==> src/rtl/axi_to_mem_bridge.sv <==
// AXI4 slave to single-word MEM request/response bridge.
// Bursts become sequential MEM accesses, with one AXI transaction in flight at a time.
module axi_to_mem_bridge #(
    parameter int unsigned LOCAL_DATA_WIDTH = 32,
    parameter int unsigned LOCAL_ADDR_WIDTH = 32,
    parameter int unsigned LOCAL_ID_WIDTH   = 2
) (
    input  logic                          clock_i,
    input  logic                          reset_i,
    input  logic [LOCAL_ID_WIDTH-1:0]     s_axi_awid_i,
    input  logic [LOCAL_ADDR_WIDTH-1:0]   s_axi_awaddr_i,
    input  logic [7:0]                    s_axi_awlen_i,
    input  logic [2:0]                    s_axi_awsize_i,
    input  logic [1:0]                    s_axi_awburst_i,
    input  logic                          s_axi_awvalid_i,
    output logic                          s_axi_awready_o,
    input  logic [LOCAL_DATA_WIDTH-1:0]   s_axi_wdata_i,
    input  logic [LOCAL_DATA_WIDTH/8-1:0] s_axi_wstrb_i,
    input  logic                          s_axi_wlast_i,
    input  logic                          s_axi_wvalid_i,
    output logic                          s_axi_wready_o,
    output logic [LOCAL_ID_WIDTH-1:0]     s_axi_bid_o,
    output logic [1:0]                    s_axi_bresp_o,
    output logic                          s_axi_bvalid_o,
    input  logic                          s_axi_bready_i,
    input  logic [LOCAL_ID_WIDTH-1:0]     s_axi_arid_i,
    input  logic [LOCAL_ADDR_WIDTH-1:0]   s_axi_araddr_i,
    input  logic [7:0]                    s_axi_arlen_i,
    input  logic [2:0]                    s_axi_arsize_i,
    input  logic [1:0]                    s_axi_arburst_i,
    input  logic                          s_axi_arvalid_i,
    output logic                          s_axi_arready_o,
    output logic [LOCAL_ID_WIDTH-1:0]     s_axi_rid_o,
    output logic [LOCAL_DATA_WIDTH-1:0]   s_axi_rdata_o,
    output logic [1:0]                    s_axi_rresp_o,
    output logic                          s_axi_rlast_o,
    output logic                          s_axi_rvalid_o,
    input  logic                          s_axi_rready_i,
    output logic                          mem_req_o,
    output logic                          mem_we_o,
    output logic [LOCAL_ADDR_WIDTH-1:0]   mem_addr_o,
    output logic [LOCAL_DATA_WIDTH-1:0]   mem_wdata_o,
    output logic [LOCAL_DATA_WIDTH/8-1:0] mem_be_o,
    input  logic                          mem_gnt_i,
    input  logic                          mem_valid_i,
    input  logic [LOCAL_DATA_WIDTH-1:0]   mem_rdata_i,
    input  logic                          mem_error_i
);

    typedef enum logic [2:0] {
        StIdle, StWrBeat, StWrWait, StWrResp, StRdReq, StRdWait, StRdData
    } state_e;

    state_e                          state_q, state_d;
    logic [LOCAL_ID_WIDTH-1:0]       id_q;
    logic [LOCAL_ADDR_WIDTH-1:0]     addr_q, addr_nxt;
    logic [2:0]                      size_q;
    logic [1:0]                      burst_q;
    logic [8:0]                      beats_q;
    logic                            err_q, rerr_q, prefer_wr_q;
    logic                            mem_req_q, mem_we_q;
    logic [LOCAL_DATA_WIDTH-1:0]     wdata_q, rdata_q;
    logic [LOCAL_DATA_WIDTH/8-1:0]   be_q;
    logic                            aw_grant, ar_grant, last_beat, w_hs, wr_done;

    // Arbitration: on a tie the channel not granted last time wins.
    assign aw_grant  = (state_q == StIdle) && s_axi_awvalid_i && (!s_axi_arvalid_i || prefer_wr_q);
    assign ar_grant  = (state_q == StIdle) && s_axi_arvalid_i && (!s_axi_awvalid_i || !prefer_wr_q);
    assign last_beat = (beats_q == 9'd1);
    assign w_hs      = (state_q == StWrBeat) && s_axi_wvalid_i;
    assign wr_done   = (state_q == StWrWait) && !mem_req_q && mem_valid_i;
    // WRAP is handled as INCR; the sum wraps at the top of the address space.
    assign addr_nxt  = (burst_q == 2'b00) ? addr_q
                                          : addr_q + (LOCAL_ADDR_WIDTH'(1) << size_q);

    always_ff @(posedge clock_i) begin
        if (reset_i) begin
            state_q <= StIdle;
        end else begin
            state_q <= state_d;
        end
    end

    always_comb begin
        state_d = state_q;
        unique case (state_q)
            StIdle: begin
                if (aw_grant) begin
                    state_d = StWrBeat;
                end else if (ar_grant) begin
                    state_d = StRdReq;
                end
            end
            StWrBeat: if (s_axi_wvalid_i) state_d = StWrWait;
            StWrWait: if (wr_done) state_d = last_beat ? StWrResp : StWrBeat;
            StWrResp: if (s_axi_bready_i) state_d = StIdle;
            StRdReq:  if (mem_gnt_i) state_d = StRdWait;
            StRdWait: if (mem_valid_i) state_d = StRdData;
            StRdData: if (s_axi_rready_i) state_d = last_beat ? StIdle : StRdReq;
            default:  state_d = StIdle;
        endcase
    end

    always_comb begin
        s_axi_awready_o = 1'b0;
        s_axi_arready_o = 1'b0;
        s_axi_wready_o  = 1'b0;
        s_axi_bvalid_o  = 1'b0;
        s_axi_rvalid_o  = 1'b0;
        s_axi_rlast_o   = 1'b0;
        unique case (state_q)
            StIdle: begin
                s_axi_awready_o = aw_grant;
                s_axi_arready_o = ar_grant;
            end
            StWrBeat: s_axi_wready_o = 1'b1;
            StWrResp: s_axi_bvalid_o = 1'b1;
            StRdData: begin
                s_axi_rvalid_o = 1'b1;
                s_axi_rlast_o  = last_beat;
            end
            default: ;
        endcase
    end

    always_ff @(posedge clock_i) begin
        if (reset_i) begin
            id_q        <= '0;
            addr_q      <= '0;
            size_q      <= '0;
            burst_q     <= '0;
            beats_q     <= '0;
            err_q       <= 1'b0;
            rerr_q      <= 1'b0;
            prefer_wr_q <= 1'b1;
            mem_req_q   <= 1'b0;
            mem_we_q    <= 1'b0;
            wdata_q     <= '0;
            be_q        <= '0;
            rdata_q     <= '0;
        end else begin
            if (aw_grant) begin
                id_q        <= s_axi_awid_i;
                addr_q      <= s_axi_awaddr_i;
                size_q      <= s_axi_awsize_i;
                burst_q     <= s_axi_awburst_i;
                beats_q     <= {1'b0, s_axi_awlen_i} + 9'd1;
                err_q       <= 1'b0;
                prefer_wr_q <= 1'b0;
            end else if (ar_grant) begin
                id_q        <= s_axi_arid_i;
                addr_q      <= s_axi_araddr_i;
                size_q      <= s_axi_arsize_i;
                burst_q     <= s_axi_arburst_i;
                beats_q     <= {1'b0, s_axi_arlen_i} + 9'd1;
                prefer_wr_q <= 1'b1;
                mem_req_q   <= 1'b1;
                mem_we_q    <= 1'b0;
                be_q        <= '1;
            end
            if (w_hs) begin
                mem_req_q <= 1'b1;
                mem_we_q  <= 1'b1;
                wdata_q   <= s_axi_wdata_i;
                be_q      <= s_axi_wstrb_i;
                if (s_axi_wlast_i != last_beat) err_q <= 1'b1;
            end
            if (mem_req_q && mem_gnt_i) mem_req_q <= 1'b0;
            if (wr_done) begin
                if (mem_error_i) err_q <= 1'b1;
                addr_q  <= addr_nxt;
                beats_q <= beats_q - 9'd1;
            end
            if ((state_q == StRdWait) && mem_valid_i) begin
                rdata_q <= mem_rdata_i;
                rerr_q  <= mem_error_i;
            end
            if ((state_q == StRdData) && s_axi_rready_i) begin
                addr_q  <= addr_nxt;
                beats_q <= beats_q - 9'd1;
                if (!last_beat) begin
                    mem_req_q <= 1'b1;
                    mem_we_q  <= 1'b0;
                    be_q      <= '1;
                end
            end
        end
    end

    assign s_axi_bid_o   = id_q;
    assign s_axi_bresp_o = err_q ? 2'b10 : 2'b00;
    assign s_axi_rid_o   = id_q;
    assign s_axi_rdata_o = rdata_q;
    assign s_axi_rresp_o = rerr_q ? 2'b10 : 2'b00;
    assign mem_req_o     = mem_req_q;
    assign mem_we_o      = mem_we_q;
    assign mem_addr_o    = addr_q;
    assign mem_wdata_o   = wdata_q;
    assign mem_be_o      = be_q;

endmodule
==> config.mk <==
export PLATFORM = sky130hd
export DESIGN_NAME = axi_to_mem_bridge
export DESIGN_NICKNAME = d
export VERILOG_FILES = /design/src/rtl/axi_to_mem_bridge.sv
export SDC_FILE = /design/constraint.sdc
export NUM_CORES = 1
export LEC_CHECK = 0
export ABC_CLOCK_PERIOD_IN_PS = 4080
export BUFFER_PORTS_ARGS = -buffer_cell sky130_fd_sc_hd__buf_2
export CAP_MARGIN = 15
export CORE_MARGIN = 2
export CORE_UTILIZATION = 52
export DETAILED_ROUTE_END_ITERATION = 6
export PLACE_DENSITY = 0.93
export SYNTH_ARGS = -nofsm -noshare
export SYNTH_HDL_FRONTEND = slang
export SYNTH_SLANG_ARGS = --single-unit
==> constraint.sdc <==
create_clock -name clock_i -period 4.08 [get_ports clock_i]
set_input_delay 0.204 -clock clock_i [delete_from_list [all_inputs] [get_ports clock_i]]
set_output_delay 0.204 -clock clock_i [all_outputs]
set_load 0.005 [all_outputs]
# Word level (Yosys, flattened, before mapping)
# Index checks and enable logic that the tools add are counted.
classes:
  add_sub_neg: 4
  mul: 0
  div: 0
  order_cmp: 0
  n_eq_ne: 15
  n_shift: 1
  muxes: 57
  bitwise_logic: 0
  reduce_logical: 21
op_table:
  columns: ["cell", "n"]
  rows:
  - ["32-bit two-way mux", 5]
  - ["9-bit two-way mux", 4]
  - ["3-bit two-way mux", 11]
  - ["32-bit adder", 1]
  - ["1-bit by 3-bit << shifter with 32-bit output (first input constant)", 1]
  - ["1-bit two-way mux", 24]
  - ["3-bit case mux with 7 select lines", 1]
  - ["4-bit two-way mux", 5]
  - ["8-bit by 1-bit adder with 9-bit output (second input constant)", 2]
  - ["2-bit two-way mux", 7]
  - ["2-bit inequality test (second input constant)", 6]
  - ["1-bit logical AND", 10]
  - ["3-bit == test (second input constant)", 3]
  - ["9-bit by 1-bit == test with 1-bit output (second input constant)", 1]
  - ["9-bit by 1-bit subtractor with 9-bit output (second input constant)", 1]
  - ["7-bit AND reduction", 1]
  - ["3-bit by 2-bit == test with 1-bit output (second input constant)", 2]
  - ["1-bit zero test", 4]
  - ["4-bit nonzero test", 1]
  - ["3-bit by 1-bit == test with 1-bit output (second input constant)", 1]
  - ["3-bit zero test", 1]
  - ["3-bit inequality test (second input constant)", 1]
  - ["2-bit zero test", 1]
  - ["1-bit logical OR", 2]
  - ["2 further kinds", 2]
word_totals:
  ff_bits: 124
  latchBits: 0
  ram_bits: 0
  romBits: 0
  input_bits: 173
  n_memories: 0

# Longest topological paths before layout
# Gate-level depths: netlist of run 1.
logic_depth:
  word_depth: 9
  depth_mapped: 13
  mapped_depth_nobuf: 10

# Worst setup path after synthesis of run 1
# OpenSTA, ideal clock, no wires.
synth_timing:
  kind: "register to register"
  from: "register size_q[0]"
  to: "register addr_q[20], in the netlist mem_addr_o[20]"
  setup_time_ns: 0.127
  t_arrival_ns: 2.512
  required_time_ns: 3.953
  setup_slack_ns: 1.441
  stages_incl_launch_ff: 10
  path_buffers: 1
  period_less_slack_ns: 2.639
  cell_sequence: "dfxtp_1 > clkbuf_1 > nor3b_1 > fa_1 > a211oi_1 > o21a_1 > a2111o_1 > o31a_1 > o21ai_1 > or3b_1"
synth_via:
  elab_chain_len: 5
synth_rtl:
  columns: ["element", "line", "rtl"]
  rows:
  - ["start, declared", "57", "logic [2:0] size_q;"]
  - ["start signal, assigned", "145", "size_q <= s_axi_awsize_i;"]
  - ["start signal, assigned", "153", "size_q <= s_axi_arsize_i;"]
  - ["1-bit by 3-bit << shifter with 32-bit output (*)", "74", ": addr_q + (LOCAL_ADDR_WIDTH'(1) << size_q);"]
  - ["32-bit adder (*)", "74", null]
  - ["32-bit two-way mux (*)", "73", "assign addr_nxt = (burst_q == 2'b00) ? addr_q"]
  - ["32-bit two-way mux", "169", "if (wr_done) begin"]
  - ["32-bit two-way mux (*)", "178", "if ((state_q == StRdData) && s_axi_rready_i) begin"]
  - ["end signal, assigned", "152", "addr_q <= s_axi_araddr_i;"]
  - ["end signal, assigned", "171", "addr_q <= addr_nxt;"]
  - ["end signal, assigned", "179", "addr_q <= addr_nxt;"]
  - ["end, declared", "56", "logic [LOCAL_ADDR_WIDTH-1:0] addr_q, addr_nxt;"]
# Every way passes the cells marked *; elsewhere a longest branch is shown, timed or not.
# A chain may end at the register's enable or synchronous reset.

# Worst setup path after layout of run 1
layout_timing:
  from: "register size_q[0]"
  to: "register addr_q[31], in the netlist mem_addr_o[31]"
# Same word-level chain as after synthesis.

==> impl_metrics.toml, run 1 <==
[synth]
avgSynthCellArea_um2 = 7.50
ys_warn_count = 0
syn_area_um2 = 6590
ys.flop_type = "dfxtp_1"
synthArstFlopShare_pct = 0
synth_edf_count = 0
synth-seq-cells = 124
seq_area_frac_synth_pct = 37.7
synth_cell_type_count = 73
synthCells = 878

[finish]
final_area_um2 = 8740
post-route-util_pct = 69.9
nets = 1317
final_cells = 1321
drive_above_1_share_pct = 31.3
syn2layout_area_growth_pct = 32.7

[clocking]
cts_buffers = 17
clockBufferDepth = 2
htree_levels = 4
cts_root_buf = "clkbuf_16"
cts_setup_buffers = 0
holdBufCountCts = 0
clk_pin_slew_ps = 60
cts_tree = "built"
cts.sinks = 124
clk-insertion-delay-late_ps = 420
cts-resized-gates = 0

[placed_design]
place_congestion = 0.991
placed_area_um2 = 8060
port_buffers = 286
hpwlAfterDp_um = 15400
place_ws_ps = 1240
placed_cells = 1284

[detailed_routing]
drt_iter0_drc = 674
drc = 0
wirelength_um = 21200
routedWlPerCell_um = 16.1
viasPerCell = 5.68
firstDrtPassIters = 5
postRouteAntennaNets = 0
vias = 7505

[global_routing]
grtUsageMet3_pct = 9.24
grt_pass1_vias = 6833
grt-busiest-layer = "met2"
grt_max_degree = 50
grt_pass1_wl_um = 32400
antenna_found_initial = 4
use_met2_pct = 49.6
met1_usage_pct = 36.4
grt_overflow_total = 0
grt.total_usage_pct = 30.3

[sta]
holdWs_ps = 15.1
fmax_mhz = 338
finalSetupTns_ps = 0
slew_violations = 0
min_period_ps = 2960
hold_viol = 0
max_slew_margin_pct = 30.5
clock_skew_ps = 8.07
fin_crit_sh_pct = 72.6
worstMarginPinSlew_ps = 1040
finalSetupViolCount = 0
setup_ws_ps = 1120
rsz0062_at_grt = "false"

[flow_run]
max_cap_violations = 0

[pwr]
p_per_area_nw_per_um2 = 650
vdd_ir_drop_max_mv = 0.377
leakage_nw = 3.92
p_total_mw = 5.68

[critical_path]
cp_data_arrival_time_ps = 3260
critPathMaxFanout = 9
crit_path_end_kind = "flip-flop"
required_ps = 4380
critical_path_class = "reg2reg"
startpoint_type = "flip-flop"

[floorplanning]
die_y_um = 117
ioPinCount = 289
die-area_um2 = 13600
fp.coreArea_um2 = 12500
start_util_pct = 52.6
die_x_um = 117
row_count = 41

[run_status]
status = "finished clean"

[worst_hold_path]
hold_path.class = "in2reg"
[cells in the mapped netlist, types with 4 or more instances]
master    number  area, um^2
a211oi_1      13        97.6
a21o_1         6        45.0
a21oi_1      119         596
a311oi_1      10        87.6
a31oi_1       19         119
and3_1         7        43.8
buf_1          5        18.8
buf_2          9        45.0
buf_4          6        45.0
clkbuf_1      45         169
dfxtp_1      124        2480
ha_1          11         138
inv_1         12        45.0
mux2_2         5        56.3
mux2i_1       13         130
nand2_1      223         837
nand2b_1       4        25.0
nand3_1       30         150
nand4_1       11        68.8
nor2_1        50         188
nor2b_1        5        31.3
nor3_1        12        60.1
nor3b_1        4        30.0
nor4_1         9        56.3
o21ai_0       22         110
o22ai_1       13        81.3
o311a_1        5        50.1
xnor2_1        9        78.8
xor2_1         7        61.3
[registers in the layout (all words and copies together), names as in the netlist]
signal         flops
mem_addr_o        32
mem_be_o           4
prefer_wr_q        1
state_q            3
burst_q            2
mem_req_o          1
s_axi_rdata_o     32
err_q              1
mem_wdata_o       32
s_axi_bid_o        2
size_q             3
beats_q            9
mem_we_o           1
rerr_q             1
[placed cells by master (no fill, tap or decap), drive strengths merged, types with 17 or more instances in the layout]
| master | count |
|---|---|
| a21oi | 121 |
| a31oi | 19 |
| buf | 300 |
| clkbuf | 18 |
| dfxtp | 124 |
| inv | 17 |
| nand2 | 224 |
| nand3 | 30 |
| nor2 | 51 |
| o21ai | 26 |
[report_power, final]
group	leakage, nW	total [mW]	switching (mW)	internal, mW
clock	0.313	1.65	0.599	1.05
sequential	1.01	1.89	0.371	1.52
combinational	2.60	2.14	1.25	0.889
total	3.92	5.68	2.22	3.46
[final timing paths]
path / start / to / slack (ps) / cells after the start
hold / removal: mem_rdata_i[21] / s_axi_rdata_o[21]$_SDFFE_PP0P_ / 20 / 3
hold reg to reg: s_axi_rdata_o[7]$_SDFFE_PP0P_ / s_axi_rdata_o[7]$_SDFFE_PP0P_ / 450 / 2
setup / recovery: size_q[0]$_SDFFE_PP0P_ / mem_addr_o[31]$_SDFFE_PP0P_ / 1120 / 8
setup reg to reg: size_q[0]$_SDFFE_PP0P_ / mem_addr_o[31]$_SDFFE_PP0P_ / 1120 / 8
[critical path: stages, from the launching register on]
cell and delay [ps]:
dfxtp_1 460, nor3b_1 410, ha_1 310, a21oi_1 210, nor2_1 110, o21ai_1 510, a21oi_1 290, and4_1 260
a2111oi_0 280
[logic make-up after synthesis]
kind of cell	count (synthesis)	share of synthesized area, %
flops	124	37.7
buf+inv	79	5.13
fa+ha+maj	12	2.39
mux	19	3.00
compound gates	246	23.6
simple gates	381	26.0
xor+xnor	16	2.13
other cells	1	0.0569
[final cells by class]
| cell class | instances | area, um^2 |
|---|---|---|
| diodes | 4 | 10.0 |
| flip-flops and latches | 124 | 2480 |
| well taps | 172 | 215 |
| clock inverters | 14 | 206 |
| inverters | 13 | 48.8 |
| clock buffers | 18 | 439 |
| multi-input cells | 676 | 3780 |
| repair buffers | 300 | 1560 |
| fillers | 1015 | 3770 |
[routing by layer]
metal	up-vias	part of all wire, %
met3	59	9.2
li1	3619	-
met5	-	0.061
met1	3458	39
met2	367	48
met4	2	3.3
Note: power is estimated with default switching activity, not from simulation.
==> inputs of run 2 (changes only) <==
ABC_CLOCK_PERIOD_IN_PS = 2700   (was 4080)
CORE_UTILIZATION = 43   (was 52)
PLACE_DENSITY = 0.83   (was 0.93)
clock period = 2.7 ns   (was 4.08 ns; I/O delays follow)
==> run 2 against run 1 <==
Against the previous run:
- flip-flop and latch count stayed put
- final cell count is 8.0% higher
- cell area is 10% higher
- via count is 8.3% higher
- fmax is 13% higher
- die area is 20% higher
- non-clock buffer count is 93 higher
- sequential power is 50% higher
- first-iteration DRC count is 0.30% lower
- worst setup slack worse by 1000 ps
- sequential share of layout area is 2.7 points lower
==> impl_metrics.toml, run 2 (synthesis results as in run 1) <==
[run_status]
status = "finished clean"

[clocking]
cts_buffers = 17
htree_levels = 4
clockBufferDepth = 2
clk-insertion-delay-late_ps = 420
cts.sinks = 124
cts_tree = "built"
cts_root_buf = "clkbuf_16"
clk_pin_slew_ps = 60

[critical_path]
cp_data_arrival_time_ps = 2920
startpoint_type = "flip-flop"
crit_path_end_kind = "flip-flop"
critPathMaxFanout = 9
critical_path_class = "reg2reg"
required_ps = 3000

[finish]
fillers = 1204
drive_above_1_share_pct = 31.1
final_cells = 1427
nets = 1410
final_area_um2 = 9660
layout_common_cells = "buf_2 (285), nand2_1 (223), dfxtp_1 (122)"
syn2layout_area_growth_pct = 46.6
mostFrequentLayoutCell = "buf_2"

[placed_design]
placed_area_um2 = 8250
place_ws_ps = 67.1
place_congestion = 0.922
port_buffers = 286
placed_cells = 1319
hpwlAfterDp_um = 16300

[sta]
max_slew_margin_pct = 48.5
slew_violations = 0
clock_skew_ps = 8.92
setup_ws_ps = 81.7
worstMarginPinSlew_ps = 772
min_period_ps = 2620
hold_viol = 0
fmax_mhz = 382
holdWs_ps = 16.3
finalSetupViolCount = 0
fin_crit_sh_pct = 97.0

[floorplanning]
row_count = 45
fp.coreArea_um2 = 15100
ioPinCount = 289
die_x_um = 128
die_y_um = 128
die-area_um2 = 16300
start_util_pct = 43.7

[pwr]
p_per_area_nw_per_um2 = 923
leakage_nw = 4.33
p_total_mw = 8.91
vdd_ir_drop_max_mv = 0.662

[detailed_routing]
drt_iter0_drc = 672
postRouteAntennaNets = 0
vias = 8125
wirelength_um = 24800
routedWlPerCell_um = 17.4
firstDrtPassIters = 7
drc = 0
viasPerCell = 5.69

[global_routing]
antenna_found_initial = 2
grt_overflow_total = 0
grt_pass1_wl_um = 39200
grt.total_usage_pct = 30.0
grt_max_degree = 61
grt_pass1_vias = 7993

[flow_run]
max_cap_violations = 0

[worst_hold_path]
hold_path.class = "in2reg"
run 2: cell count changes in the layout (fill, tap and decap cells not counted), sizes merged, moves of 3 or more:
cell,previous run,this run
dlygate4sd3,0,74
buf,300,319
inv,17,21
diode,4,1
run 2: per-stage QoR:
stage               util, %  TNS [ps]
floorplan                 -         0
global placement       54.7         0
detailed placement     54.7         0
CTS                    63.7         0
global route           64.0     -3.61
finish                 64.0         0
run 2: layer usage:
metal	vias up	wire, um	global-route usage [%]
met5	-	13	0
met4	2	1240	15.1
met3	116	2110	7.43
met2	477	12100	52.8
met1	3711	9430	33.7
li1	3819	-	-
run 2: power breakdown:
| group | internal [mW] | total [mW] | switching (mW) |
|---|---|---|---|
| clock | 1.49 | 2.43 | 0.943 |
| combinational | 1.56 | 3.65 | 2.09 |
| sequential | 2.30 | 2.83 | 0.531 |
| total | 5.35 | 8.91 | 3.56 |
run 2: layout make-up:
type | count | area (um^2) | share of cell area, %
diodes | 1 | 2.50 | 0.0259
clock buffers | 17 | 425 | 4.40
clock inverters | 15 | 200 | 2.07
inverters | 13 | 48.8 | 0.505
multi-input cells | 676 | 3810 | 39.5
flip-flops and latches | 124 | 2480 | 25.7
well taps | 188 | 235 | 2.44
repair buffers | 393 | 2450 | 25.3
run 2: critical path, cell delays in order (launching register included):
cell and delay, ps:
dfxtp_2 350, nor3_1 200, ha_2 220, fa_1 210, a211oi_1 90, o21a_2 280
a2111o_1 460, o31a_1 250, o21ai_1 100, or3b_1 340
run 2: path summary, 6_finish.rpt:
| kind | depth (start not counted) | endpoint | slack [ps] | from |
|---|---|---|---|---|
| setup / recovery | 9 | mem_addr_o[20]$_SDFFE_PP0P_ | 80 | size_q[2]$_SDFFE_PP0P_ |
| hold / removal | 3 | size_q[1]$_SDFFE_PP0P_ | 20 | s_axi_awsize_i[1] |
| setup reg to reg | 9 | mem_addr_o[20]$_SDFFE_PP0P_ | 80 | size_q[2]$_SDFFE_PP0P_ |
| hold reg to reg | 2 | mem_wdata_o[27]$_SDFFE_PP0P_ | 450 | mem_wdata_o[27]$_SDFFE_PP0P_ |
run 2: repair_timing:
item,4_1_cts,5_1_grt
hold buffers,74,0
gates resized for setup,0,10
endpoints found under the hold margin,72,0
buffers inserted,0,1
setup endpoints to repair,0,8
==> inputs of run 3 (changes only) <==
ABC_AREA = 1   (was not set)
CORE_UTILIZATION = 44   (was 43)
==> run 3 against run 2 <==
Against the previous run:
- register-to-register slack better by 220 ps
- sequential power decreased by 5%
- fmax up 9.1%
- clock-buffer cell count grew 1
- critical endpoint is now mem_addr_o[16]$_SDFFE_PP0P_
==> impl_metrics.toml, run 3 <==
[run_status]
status = "finished clean"

[detailed_routing]
viasPerCell = 5.11
vias = 8211
drt_iter0_drc = 579
postRouteAntennaNets = 0
firstDrtPassIters = 5
drc = 0
routedWlPerCell_um = 14.4
wirelength_um = 23100

[placed_design]
hpwlAfterDp_um = 16100
port_buffers = 286
place_congestion = 0.960

[finish]
multi_input_area_um2 = 3800
ff_latch_area_um2 = 2480
nets = 1564
antennaDiodeCount = 0
syn2layout_area_growth_pct = 36.6
layout_common_cells = "nand2_1 (289), buf_2 (286), a21oi_1 (136)"
mostFrequentLayoutCell = "nand2_1"
fillers = 1391
post-route-util_pct = 60.8
drive_above_1_share_pct = 26.0

[critical_path]
slowest_stage = "dfxtp_1"
reg2reg_slack_ps = 300
critical_path_class = "reg2reg"
max_stage_delay_ps = 440
required_ps = 3030
regToRegEndpoint = "mem_addr_o[16]$_SDFFE_PP0P_"
crit_path_frequent_cell = "nand2_1"
cp_cell_sequence = "inv_1 > nor3_1 > ha_1 > nand3_1 > nand2_1 > nand3_1 > nand2_2 > nand2_1 > nor2_1 > nand2_1 > o21ai_0 > nand2_1 > a21oi_1"
cp_data_arrival_time_ps = 2730
crit_path_end_kind = "flip-flop"
startpoint_type = "flip-flop"
critPathMaxFanout = 7
rr_startpoint = "size_q[1]$_SDFFE_PP0P_"
rr_worst_depth = 13

[floorplanning]
start_util_pct = 44.5
die_x_um = 130
die-area_um2 = 16900
row_count = 46
die_y_um = 130
fp.coreArea_um2 = 15700
ioPinCount = 289

[synth]
netlist_top_cells_count = "nand2_1 (289), a21oi_1 (136), dfxtp_1 (124)"
yosys-top-cells-area = "dfxtp_1 (35%), nand2_1 (16%), a21oi_1 (9.7%)"
seq_area_frac_synth_pct = 35.5
synth_edf_count = 0
synthArstFlopShare_pct = 0
ys_warn_count = 0
synth_cell_type_count = 45
synth-seq-cells = 124
synth.most_common_cell = "nand2_1"
avgSynthCellArea_um2 = 6.47
yosysTopAreaCell = "dfxtp_1"
syn_area_um2 = 6990
synth_top_area_share_pct = 35.5
synthCells = 1080
ys.flop_type = "dfxtp_1"

[clocking]
cts_buffers = 17
cts_tree = "built"
clk-insertion-delay-late_ps = 410
clk_pin_slew_ps = 60
cts_root_buf = "clkbuf_16"
clockBufferDepth = 2
htree_levels = 4
cts.sinks = 124

[worst_hold_path]
min_to = "s_axi_rdata_o[27]$_SDFFE_PP0P_"
min_from = "mem_rdata_i[27]"
min_delay_path_depth = 3
hold_path.class = "in2reg"

[global_routing]
grt.total_usage_pct = 26.8
grt_pass1_vias = 7702
grt_pass1_wl_um = 36300
grt_max_degree = 67
grt_overflow_total = 0
antenna_found_initial = 0

[sta]
finalSetupTns_ps = 0
fin_crit_sh_pct = 88.9
holdWs_ps = 12.6
rsz0062_at_grt = "false"
worstMarginPinSlew_ps = 708
clock_skew_ps = 8.58
max_slew_margin_pct = 52.8
min_period_ps = 2400
fmax_mhz = 417
finalSetupViolCount = 0
slew_violations = 0
hold_viol = 0

[pwr]
leakage_nw = 4.50
vdd_ir_drop_max_mv = 0.521
p_per_area_nw_per_um2 = 871

[flow_run]
max_cap_violations = 0
[run 3: changes by cell type after synthesis, moves of 13 or more]
cell / before / now
inv_1: 12 / 102
nand2_1: 223 / 289
o21ai_0: 22 / 81
nand3_1: 30 / 78
nor2_1: 50 / 71
a21oi_1: 119 / 136
a31oi_1: 19 / 4
clkbuf_1: 45 / 30
o21ai_1: 3 / 17
mux2i_1: 13 / 0
[run 3: power breakdown]
part	switching [mW]	leakage, nW	internal, mW
registers	0.454	1.01	2.24
clock network	0.907	0.282	1.40
logic	2.03	3.21	1.28
total	3.39	4.50	4.92
[run 3: worst max path at each step]
stage                           startpoint                          end  slack (ps)
floorplan           size_q[0]$_SDFFE_PP0P_  mem_addr_o[16]$_SDFFE_PP0P_         620
global placement    size_q[0]$_SDFFE_PP0P_  mem_addr_o[18]$_SDFFE_PP0P_         370
detailed placement  size_q[0]$_SDFFE_PP0P_  mem_addr_o[16]$_SDFFE_PP0P_         260
CTS                 size_q[0]$_SDFFE_PP0P_  mem_addr_o[16]$_SDFFE_PP0P_         240
global route        size_q[1]$_SDFFE_PP0P_  mem_addr_o[17]$_SDFFE_PP0P_          30
finish              size_q[1]$_SDFFE_PP0P_  mem_addr_o[16]$_SDFFE_PP0P_         300
[run 3: logic make-up after synthesis]
kind of cell	after synthesis	share of synthesized area (%)
fa+ha+maj	12	2.25
buf+inv	173	10.4
compound gates	262	19.9
flops	124	35.5
xor+xnor	13	1.63
simple gates	495	30.3
other cells	1	0.0536
[run 3: routing by layer]
layer	up-vias	global-route usage [%]	share of wire, %
li1	4134	-	-
met1	3707	32.3	41
met4	0	9.99	2.0
met2	330	46.0	49
met3	40	7.05	7.3
met5	-	0	0
[run 3: stage by stage]
stage / power, mW / std cells / worst slack [ps] / instance area, um^2
2_1_floorplan: 4.84 / 1081 / 622 / 7000
3_3_place_gp: 5.85 / 1534 / 366 / 8530
3_5_place_dp: 5.94 / 1534 / 258 / 8530
4_1_cts: 8.30 / 1608 / 236 / 9550
5_1_grt: 8.90 / 1608 / 33.3 / 9550
6_report: 8.31 / 1608 / 301 / 9550
[run 3: what timing repair did]
item / in CTS / in global routing
hold buffers: 42 / 0
buffers inserted: 0 / 0
resized for setup: 0 / 1
endpoints found under the hold margin: 42 / 0
setup endpoints to repair: 0 / 2
[run 3: critical path, delay by kind of cell, from the launching register on]
kind	cells	cell delay, ps
compound gates	2	280
flops	1	440
buf+inv	1	120
simple gates	9	1250
fa+ha+maj	1	240
[run 3: layout make-up]
type | instances | share of cell area (%)
repair buffers | 342 | 20.8
inverters | 110 | 4.32
clock buffers | 18 | 4.60
flip-flops and latches | 124 | 26.0
multi-input cells | 784 | 39.8
well taps | 216 | 2.83
clock inverters | 14 | 1.66
